File: config.mk
export PLATFORM = sky130hd
export DESIGN_NAME = router_pkt_tx
export DESIGN_NICKNAME = d
export VERILOG_FILES = /design/src/rtl/router_pkg.sv /design/src/rtl/router_tx_buf.sv /design/src/rtl/router_pkt_tx.sv
export SDC_FILE = /design/constraint.sdc
export NUM_CORES = 1
export LEC_CHECK = 0
export CAP_MARGIN = 20
export CORE_MARGIN = 1.5
export CORE_UTILIZATION = 42
export DETAILED_ROUTE_END_ITERATION = 10
export PLACE_DENSITY = 0.68
export SYNTH_ARGS = -nofsm -noshare
export SYNTH_HDL_FRONTEND = slang
export SYNTH_HIERARCHICAL = 1
export SYNTH_SLANG_ARGS = --single-unit
export TNS_END_PERCENT = 10
File: constraint.sdc
create_clock -name clock -period 3.6 [get_ports clock]
set_clock_uncertainty 0.1 [all_clocks]
set_input_delay 0.36 -clock clock [delete_from_list [all_inputs] [get_ports clock]]
set_output_delay 0.36 -clock clock [all_outputs]
set_load 0.05 [all_outputs]
File: src/rtl/router_pkg.sv
// Shared definitions for the router packet transmitter: state encoding,
// header packing and byte width.
package router_pkg;

    localparam int         HDR_W        = 8;
    localparam logic [1:0] ADDR_INVALID = 2'b11;

    typedef logic [2:0] tx_state_t;

    localparam tx_state_t ST_IDLE    = 3'd0;
    localparam tx_state_t ST_HEADER  = 3'd1;
    localparam tx_state_t ST_PAYLOAD = 3'd2;
    localparam tx_state_t ST_PARITY  = 3'd3;
    localparam tx_state_t ST_GAP     = 3'd4;

    // len_f and addr_f arrive zero-extended; addr_w is the address field width.
    function automatic logic [HDR_W-1:0] pack_header(input logic [HDR_W-1:0] len_f,
                                                     input logic [HDR_W-1:0] addr_f,
                                                     input int unsigned      addr_w);
        return (len_f << addr_w) | addr_f;
    endfunction

endpackage

File: src/rtl/router_tx_buf.sv
// Payload buffer: one write port, one registered read port. A write to the
// address being read on the same edge is forwarded to the read data.
module router_tx_buf
    import router_pkg::*;
#(
    parameter int ADDR_W = 6
) (
    input  logic              clock,
    input  logic              wr_en,
    input  logic [ADDR_W-1:0] wr_addr,
    input  logic [HDR_W-1:0]  wr_data,
    input  logic [ADDR_W-1:0] rd_addr,
    output logic [HDR_W-1:0]  rd_data
);

    localparam int DEPTH = 2 ** ADDR_W;

    logic [HDR_W-1:0] mem [DEPTH];

    always_ff @(posedge clock) begin
        if (wr_en) begin
            mem[wr_addr] <= wr_data;
        end
        if (wr_en && (wr_addr == rd_addr)) begin
            rd_data <= wr_data;
        end else begin
            rd_data <= mem[rd_addr];
        end
    end

endmodule

File: src/rtl/router_pkt_tx.sv
// Source end of the router byte protocol: sends header, payload from the
// internal buffer, then an XOR parity byte with pkt_valid low.
//
//  state      | meaning
//  -----------+-----------------------------------------------
//  ST_IDLE    | waiting for start; buffer writable
//  ST_HEADER  | header {len, addr} presented
//  ST_PAYLOAD | payload byte idx-1 presented
//  ST_PARITY  | parity byte presented, pkt_valid low
//  ST_GAP     | enforced idle gap before the next start
module router_pkt_tx
    import router_pkg::*;
#(
    parameter int LEN_W      = 6,
    parameter int ADDR_W     = 2,
    parameter int GAP_CYCLES = 2
) (
    input  logic              clock,
    input  logic              reset,
    input  logic              start,
    input  logic [ADDR_W-1:0] addr,
    input  logic [LEN_W-1:0]  len,
    input  logic              corrupt_parity,
    input  logic              wr_en,
    input  logic [LEN_W-1:0]  wr_addr,
    input  logic [HDR_W-1:0]  wr_data,
    input  logic              busy,
    output logic              pkt_valid,
    output logic [HDR_W-1:0]  data_out,
    output logic              idle,
    output logic              done,
    output logic              err
);

    localparam int              GAP_W    = (GAP_CYCLES > 1) ? $clog2(GAP_CYCLES) : 1;
    localparam logic [GAP_W-1:0] GAP_LOAD = GAP_W'(GAP_CYCLES - 1);

    tx_state_t         state;
    logic [LEN_W-1:0]  idx;
    logic [LEN_W-1:0]  idx_next;
    logic [LEN_W-1:0]  len_q;
    logic              corrupt_q;
    logic [HDR_W-1:0]  acc;
    logic [HDR_W-1:0]  acc_upd;
    logic [GAP_W-1:0]  gap_cnt;
    logic [HDR_W-1:0]  rd_data;
    logic              consume;
    logic              req_valid;
    logic              buf_wr_en;

    assign consume   = !busy;
    assign req_valid = (addr != ADDR_W'(ADDR_INVALID)) && (len != '0);
    assign buf_wr_en = wr_en && idle && !reset;
    assign acc_upd   = acc ^ data_out;

    // idx_next doubles as the read address, so rd_data always holds buf[idx]
    // and a byte is ready on every consume without a bubble.
    always_comb begin
        idx_next = idx;
        case (state)
            ST_IDLE:    idx_next = '0;
            ST_HEADER:  if (consume) idx_next = LEN_W'(1);
            ST_PAYLOAD: if (consume && (idx != len_q)) idx_next = idx + 1'b1;
            default:    idx_next = idx;
        endcase
        if (reset) begin
            idx_next = '0;
        end
    end

    router_tx_buf #(
        .ADDR_W (LEN_W)
    ) u_buf (
        .clock   (clock),
        .wr_en   (buf_wr_en),
        .wr_addr (wr_addr),
        .wr_data (wr_data),
        .rd_addr (idx_next),
        .rd_data (rd_data)
    );

    always_ff @(posedge clock) begin
        if (reset) begin
            state     <= ST_IDLE;
            idx       <= '0;
            len_q     <= '0;
            corrupt_q <= 1'b0;
            acc       <= '0;
            gap_cnt   <= '0;
            pkt_valid <= 1'b0;
            data_out  <= '0;
            idle      <= 1'b1;
            done      <= 1'b0;
            err       <= 1'b0;
        end else begin
            done <= 1'b0;
            err  <= 1'b0;
            idx  <= idx_next;
            case (state)
                ST_IDLE: begin
                    if (start) begin
                        if (req_valid) begin
                            len_q     <= len;
                            corrupt_q <= corrupt_parity;
                            data_out  <= pack_header(HDR_W'(len), HDR_W'(addr), ADDR_W);
                            pkt_valid <= 1'b1;
                            idle      <= 1'b0;
                            state     <= ST_HEADER;
                        end else begin
                            err <= 1'b1;
                        end
                    end
                end
                ST_HEADER: begin
                    if (consume) begin
                        acc      <= data_out;
                        data_out <= rd_data;
                        state    <= ST_PAYLOAD;
                    end
                end
                ST_PAYLOAD: begin
                    if (consume) begin
                        acc <= acc_upd;
                        if (idx != len_q) begin
                            data_out <= rd_data;
                        end else begin
                            data_out  <= acc_upd ^ {{(HDR_W-1){1'b0}}, corrupt_q};
                            pkt_valid <= 1'b0;
                            state     <= ST_PARITY;
                        end
                    end
                end
                ST_PARITY: begin
                    if (consume) begin
                        data_out <= '0;
                        done     <= 1'b1;
                        gap_cnt  <= GAP_LOAD;
                        state    <= ST_GAP;
                    end
                end
                ST_GAP: begin
                    if (gap_cnt == '0) begin
                        idle  <= 1'b1;
                        state <= ST_IDLE;
                    end else begin
                        gap_cnt <= gap_cnt - 1'b1;
                    end
                end
                default: begin
                    pkt_valid <= 1'b0;
                    data_out  <= '0;
                    idle      <= 1'b1;
                    state     <= ST_IDLE;
                end
            endcase
        end
    end

endmodule

# Word level (Yosys, flattened, before mapping)
# Memories as Yosys holds them, arrays and structs flattened. A register that Yosys moved wholly into a read port is not among the register bits.
# Cells that the tools add are included.
# totals
register_bits,37
ramBits,512
inputBits,28
out_inout_bits,12
memories,1
# mem_list
memory,depth,width,read_ports,rd_ports_with_merged_regs,wr,line_no,rtl
u_buf.mem,64,8,1,1,1,router_tx_buf.sv:18,logic [HDR_W-1:0] mem [DEPTH];
# classes
add_sub_neg,2
eq_ne,13
n_mux,38
bitwise_logic,9
reduce_logical,21
# op_table
op,n
8-bit two-way mux,8
8-bit one-hot mux with 5 select lines,1
3-bit two-way mux,7
6-bit two-way mux,3
6-bit one-hot mux with 3 select lines,1
"2-bit != test, second input constant",8
8-bit one-hot mux with 2 select lines,1
3-bit one-hot mux with 5 select lines,1
1-bit two-way mux,13
3-bit OR reduction,3
8-bit by 2-bit bitwise OR with 8-bit output,1
8-bit by 1-bit XOR with 8-bit output,1
8-bit XOR,1
7-bit AND reduction,1
"6-bit by 1-bit adder with 6-bit output, second input constant",1
"3-bit by 2-bit == test with 1-bit output, second input constant",2
6-bit != test,1
1-bit NOT,6
1-bit one-hot mux with 3 select lines,2
3-bit AND reduction,2
6-bit AND reduction,1
6-bit nonzero test,1
5-bit AND reduction,1
1-bit logical AND,4
other kinds (10),12

# Logic depth before layout (Yosys ltp)
# Gate-level depths: netlist (run 1).
# depth
word_depth,5
ltp_mapped,13
depth_no_buf,9

# Modules after synthesis
# Netlist (run 1), hierarchy kept.
# by_module_without_submodules
module,n_inst,cells_each,area_per_inst_um2,seq_area_each_um2
router_tx_buf,1,938,20126.8,15494.9
router_pkt_tx,1,265,2184.6,740.7

# Worst setup path after synthesis (run 1)
# OpenSTA, ideal clock, no wires.
# synth_timing
path_type,reg2reg
startpoint,reg with a tool-made name
endpoint,reg data_out[0]
setup_time_ns,0.123
arrival_time_ns,2.262
t_required_ns,3.377
setup_slack_ns,1.115
stages_incl_launch_ff,13
n_path_buf,4
cell_sequence,dfxtp_1 -> buf_6 -> buf_12 -> buf_12 -> buf_4 -> mux4_2 -> o22ai_1 -> nand2_1 -> o2bb2ai_1 -> mux2i_1 -> nor3_1 -> a311oi_1 -> o21ai_0
# synth_rtl
item,line_no,rtl
end signal: assignment,router_pkt_tx.sv:105,"data_out <= pack_header(HDR_W'(len), HDR_W'(addr), ADDR_W);"
end signal: assignment,router_pkt_tx.sv:117,data_out <= rd_data;
end signal: assignment,router_pkt_tx.sv:125,data_out <= rd_data;
end: declaration,router_pkt_tx.sv:29,"output logic [HDR_W-1:0] data_out,"

==> impl_metrics.env, run 1 <==
export IMPL_switching_share_pct=21.5
export IMPL_synth_largest_area_cell="sky130_fd_sc_hd__edfxtp_1"
export IMPL_transition_time_of_the_tightest_slew_check_pin_ns=0.895
export IMPL_finish_cell_count_without_fillers=2058
export IMPL_cp_data_arrival_time_ns=3.61
export IMPL_number_of_synthesized_flops_with_an_enable_pin=512
export IMPL_worst_slew_margin_rel_pct=40.2
export IMPL_setup_repair_after_global_routing_missed_its_margin="no"
export IMPL_power_leakage_nw=7.98
export IMPL_place_detailed_instances=1952
export IMPL_post_synth_num_cell_types=64
export IMPL_cap_viol_max_count=0
export IMPL_worst_endpoint_required_ns=3.96
export IMPL_drt_wirelength_per_cell_microns=24.5
export IMPL_detail_route_vias_per_cell=5.81
export IMPL_grt_pass1_wl_microns=76200
export IMPL_cell_internal_pwr_mw=11.1
export IMPL_global_route_overflow_total=0
export IMPL_core_area_sq_um=52600
export IMPL_path_class="reg2reg"
export IMPL_synthDominantCellAreaShare_pct=68.9
export IMPL_ctsResizeCount=0
export IMPL_worst_hold_slack_ns=0.0379
export IMPL_final_hold_violation_count=0
export IMPL_vdd_ir_drop_max_uv=343
export IMPL_fp_row_count=84
export IMPL_synth_cells=1203
export IMPL_fillCellCount=4253
export IMPL_avgSynthCellArea_sq_um=18.5
export IMPL_antenna_violations_before_repair=0
export IMPL_place_congestion=0.851
export IMPL_io_buffers=39
export IMPL_final_period_demand_of_the_worst_path_ns=3.25
export IMPL_power_net_switching_mw=3.03
export IMPL_crit_path_max_fanout=28
export IMPL_netlist_top_cells_area="sky130_fd_sc_hd__edfxtp_1 (69%), sky130_fd_sc_hd__mux4_2 (13%), sky130_fd_sc_hd__dfxtp_1 (3.9%), sky130_fd_sc_hd__nor2_1 (1.9%), sky130_fd_sc_hd__mux2i_1 (1.7%)"
export IMPL_worst_setup_hold_path_clk_slew_ns=0.07
export IMPL_first_global_vias=12000
export IMPL_syn_num_nets=1232
export IMPL_detailed_place_area_sq_um=23800
export IMPL_total_of_flip_flops_plus_latches_after_synthesis=555
export IMPL_final_setup_tns_ns=0
export IMPL_clock_path_buffers=3
export IMPL_drc=0
export IMPL_synthesis_area_sq_um=22300
export IMPL_setup_viol=0
export IMPL_pwr_share_seq_pct=50.8
export IMPL_finalInstanceArea_sq_um=25800
export IMPL_final_period_utilization_pct=90.3
export IMPL_status="complete, no violations"
export IMPL_highest_attainable_clock_frequency_ghz=0.308
export IMPL_start_util_pct=42.5
export IMPL_ys_seq_area_share_pct=72.8
export IMPL_die_width_microns=233
export IMPL_cts_inserted_buffers=55
export IMPL_route_final_wire_length_microns=50500
export IMPL_grt_max_degree=65
export IMPL_cts_sink_count=555
export IMPL_num_io_pins=40
export IMPL_cts_tree="done"
export IMPL_utilization_pct=49.1
export IMPL_clock_tree_root_cell="sky130_fd_sc_hd__clkbuf_16"
export IMPL_grt_total_usage_pct=19.0
export IMPL_p_comb_share_pct=6.7
export IMPL_drive_gt1_share_pct=24.9
export IMPL_synthToLayoutAreaGrowth_pct=15.7
export IMPL_ys_dominant_reg_cell="sky130_fd_sc_hd__edfxtp_1"
export IMPL_holdCritPathClass="in2reg"
export IMPL_number_of_post_cts_setup_repair_buffers=0
export IMPL_vias=12000
export IMPL_clock_tree_htree_level_count=2
export IMPL_first_pass_iters=5
export IMPL_number_of_pins_exceeding_their_max_slew_limit_in_the_final_report=0
export IMPL_final_antenna_net_count=0
export IMPL_die_height_microns=233
export IMPL_antenna_diode_count=0
export IMPL_dp_hpwl_microns=32500
export IMPL_crit_path_start_kind="register"
export IMPL_critPathCaptureType="register"
export IMPL_power_density_nw_per_um2=547
export IMPL_async_set_reset_flop_share_out_of_synthesis_pct=0
export IMPL_cts_hold_repair_buffers=0
export IMPL_clockPowerShare_pct=42.5
export IMPL_design_die_area_sq_um=54500
export IMPL_worstSkewPairLatency_ns=0.61
export IMPL_drtIter0Drc=1403
export IMPL_nets=1354
export IMPL_yosys_warnings=6
## final timing paths
path | startpoint | end | depth (start not counted) | slack, ns
worst min-delay path | wr_data[6] | u_buf/mem[4][6]$_DFFE_PP_ | 1 | 0.04
worst min register to register | pkt_valid$_SDFFE_PP0P_ | pkt_valid$_SDFFE_PP0P_ | 2 | 0.40
worst max-delay path | register | data_out[6]$_SDFFE_PP0P_ | 9 | 0.35
worst max register to register | register | data_out[6]$_SDFFE_PP0P_ | 9 | 0.35
## cells in the mapped netlist, drive strengths merged (9+ instances only)
master	count
nand3	32
mux2i	38
xnor2	11
buf	44
o21ai	32
nor2b	20
nor2	111
dfxtp	43
o221ai	15
mux4	126
mux2	13
nor3	13
edfxtp	512
nand2	36
clkbuf	27
a22oi	12
nand2b	9
a21oi	12
## per-stage QoR
stage	total power, mW	setup WS [ns]
3_3_place_gp	8.23	0.432
4_1_cts	14.2	0.384
3_5_place_dp	8.25	0.404
5_1_grt	14.5	0.224
2_1_floorplan	7.93	1.11
6_report	14.1	0.349
## layer usage
layer	vias up	GRT usage (%)	wire length, microns
met3	78	3.15	3560
met2	497	31.5	24900
li1	5150	-	-
met4	0	5.55	1130
met1	6226	26.0	21000
met5	-	0	0
## layout make-up
type	instances	area [sq um]	share of cell area [%]
well taps	688	861	3.33
flip-flops and latches	555	16200	62.9
inverters	2	7.51	0.0291
repair buffers	136	1150	4.47
multi-input cells	575	5640	21.8
clock inverters	37	455	1.76
clock buffers	65	1460	5.64
## state kept, by name, indices dropped and copies added, names as in the netlist, named ones only
signal	flops
pkt_valid	1
state	3
corrupt_q	1
err	1
acc	8
done	1
data_out	8
u_buf/mem	512
gap_cnt	1
idx	6
idle	1
len_q	6
## power groups by stage
stage               Sequential [mW]  Combinational (mW)  Clock [mW]
finish                         7.18               0.942        6.00
global route                   7.18                1.01        6.34
CTS                            7.18               0.936        6.09
detailed placement             7.32               0.932           0
global placement               7.31               0.916           0
floorplan                      7.34               0.591           0
## cells by family (layout without fill, tap and decap cells)
group / after synthesis / count (layout) / synth area share, %
muxes: 177 / 177 / 15.1
DFF: 555 / 555 / 72.8
and+or+nand+nor: 250 / 250 / 5.28
AOI/OAI and AO/OA: 130 / 130 / 4.17
xor gates and xnor gates: 17 / 17 / 0.701
buffers and inverters: 73 / 240 / 1.95
adders and majority gates: 1 / 1 / 0.0561
## cells in the final DEF, fill, tap and decap left out, drive strengths merged, types with 4 or more instances in the layout
cell	instances
o21ai	32
nor3	13
dfxtp	43
nand4	6
o22ai	8
clkdlybuf4s50	31
nand2b	9
buf	105
a21oi	12
clkinv	22
xnor2	11
a221oi	7
edfxtp	512
o2111ai	5
nor2	111
a211oi	6
xor2	6
o221ai	15
a22oi	12
nor4	4
nand2	36
nand3	32
and3	4
a311oi	5
nor2b	20
clkbuf	65
mux4	126
mux2i	38
inv	4
mux2	13
bufinv	10
## worst max-delay path: stages, from the launching register on
cell and delay, ns:
sky130_fd_sc_hd__dfxtp_4 0.61, sky130_fd_sc_hd__buf_4 0.49, sky130_fd_sc_hd__buf_4 0.29, sky130_fd_sc_hd__mux4_2 0.54, sky130_fd_sc_hd__mux2i_1 0.29, sky130_fd_sc_hd__nand2_1 0.09, sky130_fd_sc_hd__nand3_1 0.11, sky130_fd_sc_hd__o32ai_1 0.18
sky130_fd_sc_hd__mux2i_1 0.23, sky130_fd_sc_hd__o221ai_1 0.15
No activity file was read; power rests on OpenSTA's default activity.
==> inputs of run 2 (changes only) <==
--- a/config.mk
+++ b/config.mk
@@ -10,6 +10,7 @@
 export CORE_UTILIZATION = 42
 export DETAILED_ROUTE_END_ITERATION = 10
 export PLACE_DENSITY = 0.68
+export SKIP_LAST_GASP = 1
 export SYNTH_ARGS = -nofsm -noshare
 export SYNTH_HDL_FRONTEND = slang
 export SYNTH_HIERARCHICAL = 1
==> results of run 2 <==
The final DEF is identical to that of run 1; final timing and power are the same.
==> inputs of run 3 (changes only) <==
--- a/config.mk
+++ b/config.mk
@@ -5,7 +5,6 @@
 export SDC_FILE = /design/constraint.sdc
 export NUM_CORES = 1
 export LEC_CHECK = 0
-export CAP_MARGIN = 20
 export CORE_MARGIN = 1.5
 export CORE_UTILIZATION = 42
 export DETAILED_ROUTE_END_ITERATION = 10
==> impl_metrics.env, run 3 (synthesis results as in run 1) <==
export IMPL_status="complete, no violations"
export IMPL_cts_inserted_buffers=55
export IMPL_num_io_pins=40
export IMPL_setup_viol=0
export IMPL_detail_route_vias_per_cell=5.83
export IMPL_cts_tree="done"
export IMPL_worst_r2r_endpoint="data_out[6]$_SDFFE_PP0P_"
export IMPL_final_period_utilization_pct=90.2
export IMPL_cts_hold_repair_buffers=0
export IMPL_finalInstanceArea_sq_um=25700
export IMPL_fillCellCount=4259
export IMPL_seqCellArea_sq_um=16200
export IMPL_clock_tree_htree_level_count=2
export IMPL_layout_commonest_cell="sky130_fd_sc_hd__edfxtp_1"
export IMPL_mostFrequentLayoutCells="sky130_fd_sc_hd__edfxtp_1 (512), sky130_fd_sc_hd__mux4_2 (126), sky130_fd_sc_hd__nor2_1 (111), sky130_fd_sc_hd__buf_4 (91), sky130_fd_sc_hd__clkbuf_16 (57)"
export IMPL_utilization_pct=49.0
export IMPL_largest_reg_flops=512
export IMPL_setup_repair_after_global_routing_missed_its_margin="no"
export IMPL_drtIter0Drc=1371
export IMPL_worst_setup_hold_path_clk_slew_ns=0.06
export IMPL_holdPathStages=1
export IMPL_power_density_nw_per_um2=548
export IMPL_final_period_demand_of_the_worst_path_ns=3.25
export IMPL_clock_tree_root_cell="sky130_fd_sc_hd__clkbuf_16"
export IMPL_crit_path_max_fanout=28
export IMPL_grt_total_usage_pct=19.0
export IMPL_vdd_ir_drop_max_uv=344
export IMPL_design_die_area_sq_um=54500
export IMPL_cts_sink_count=555
export IMPL_grt_max_degree=65
export IMPL_clock_path_buffers=3
export IMPL_synthToLayoutAreaGrowth_pct=15.4
export IMPL_highest_attainable_clock_frequency_ghz=0.308
export IMPL_die_width_microns=233
export IMPL_start_util_pct=42.5
export IMPL_cp_data_arrival_time_ns=3.62
export IMPL_worst_r2r_cell_count=9
export IMPL_core_area_sq_um=52600
export IMPL_number_of_pins_exceeding_their_max_slew_limit_in_the_final_report=0
export IMPL_ctsResizeCount=0
export IMPL_antenna_violations_before_repair=0
export IMPL_route_final_wire_length_microns=50700
export IMPL_number_of_post_cts_setup_repair_buffers=0
export IMPL_crit_path_start_kind="register"
export IMPL_worstSkewPairLatency_ns=0.61
export IMPL_drt_wirelength_per_cell_microns=24.7
export IMPL_holdCritPathClass="in2reg"
export IMPL_grt_pass1_wl_microns=76200
export IMPL_place_congestion=0.851
export IMPL_hold_path_end="u_buf/mem[13][2]$_DFFE_PP_"
export IMPL_total_power_mw=14.1
export IMPL_final_antenna_net_count=0
export IMPL_fp_row_count=84
export IMPL_antenna_diode_count=0
export IMPL_vias=12000
export IMPL_final_setup_tns_ns=0
export IMPL_dp_hpwl_microns=32500
export IMPL_io_buffers=39
export IMPL_top_register="u_buf/mem"
export IMPL_worst_endpoint_required_ns=3.97
export IMPL_die_height_microns=233
export IMPL_worst_slew_margin_rel_pct=15.6
export IMPL_final_hold_violation_count=0
export IMPL_power_leakage_nw=7.94
export IMPL_cap_viol_max_count=0
export IMPL_detailed_place_area_sq_um=23800
export IMPL_drive_gt1_share_pct=24.7
export IMPL_transition_time_of_the_tightest_slew_check_pin_ns=1.27
export IMPL_leading_registers_by_flop_count="u_buf/mem x512, acc x8, data_out x8"
export IMPL_hold_start="wr_data[2]"
export IMPL_critPathCaptureType="register"
export IMPL_first_global_vias=12000
export IMPL_nets=1350
export IMPL_path_class="reg2reg"
export IMPL_first_pass_iters=6
export IMPL_drc=0
export IMPL_multiInputGateArea_sq_um=5640
export IMPL_reg2reg_setup_slack_ns=0.35
export IMPL_global_route_overflow_total=0
run 3: area by class of cell:
type	instances	area share, %
clock buffers	65	5.66
clock inverters	37	1.77
inverters	2	0.0292
multi-input cells	575	21.9
flip-flops and latches	555	63.1
well taps	688	3.34
repair buffers	132	4.17
run 3: where the power goes:
part / leakage, nW / switching [mW] / internal (mW)
registers: 4.96 / 0.0917 / 7.09
clock network: 0.930 / 2.38 / 3.61
logic: 2.06 / 0.557 / 0.374
total: 7.94 / 3.03 / 11.1
run 3: how the worst max path moves through the flow:
| stage | to | start |
|---|---|---|
| 2_1_floorplan | data_out[0]$_SDFFE_PP0P_ | register |
| 3_3_place_gp | data_out[6]$_SDFFE_PP0P_ | register |
| 3_5_place_dp | data_out[3]$_SDFFE_PP0P_ | register |
| 4_1_cts | data_out[3]$_SDFFE_PP0P_ | register |
| 5_1_grt | data_out[3]$_SDFFE_PP0P_ | register |
| 6_report | data_out[6]$_SDFFE_PP0P_ | register |
run 3: worst max-delay path, cell delays in order (launching register included):
cell and delay (ns):
sky130_fd_sc_hd__dfxtp_4 0.61, sky130_fd_sc_hd__buf_4 0.49, sky130_fd_sc_hd__buf_4 0.28, sky130_fd_sc_hd__mux4_2 0.53, sky130_fd_sc_hd__mux2i_1 0.30, sky130_fd_sc_hd__nand2_1 0.10
sky130_fd_sc_hd__nand3_1 0.11, sky130_fd_sc_hd__o32ai_1 0.17, sky130_fd_sc_hd__mux2i_1 0.23, sky130_fd_sc_hd__o221ai_1 0.14
run 3: layer usage:
| metal | vias up | wire length, microns | global-route usage, % | share of wire (%) |
|---|---|---|---|---|
| met4 | 0 | 986 | 5.55 | 1.9 |
| met2 | 483 | 25100 | 31.5 | 50 |
| met3 | 60 | 3590 | 3.15 | 7.1 |
| met5 | - | 0 | 0 | 0 |
| li1 | 5144 | - | - | - |
| met1 | 6287 | 21000 | 26.0 | 41 |
run 3: through the flow:
step	hold slack (ns)	worst slack, ns	instances
floorplan	0.359	1.11	1203
global placement	0.382	0.432	1952
detailed placement	0.396	0.404	1952
CTS	0.186	0.384	2054
global route	0.218	0.224	2054
finish	0.200	0.353	2054
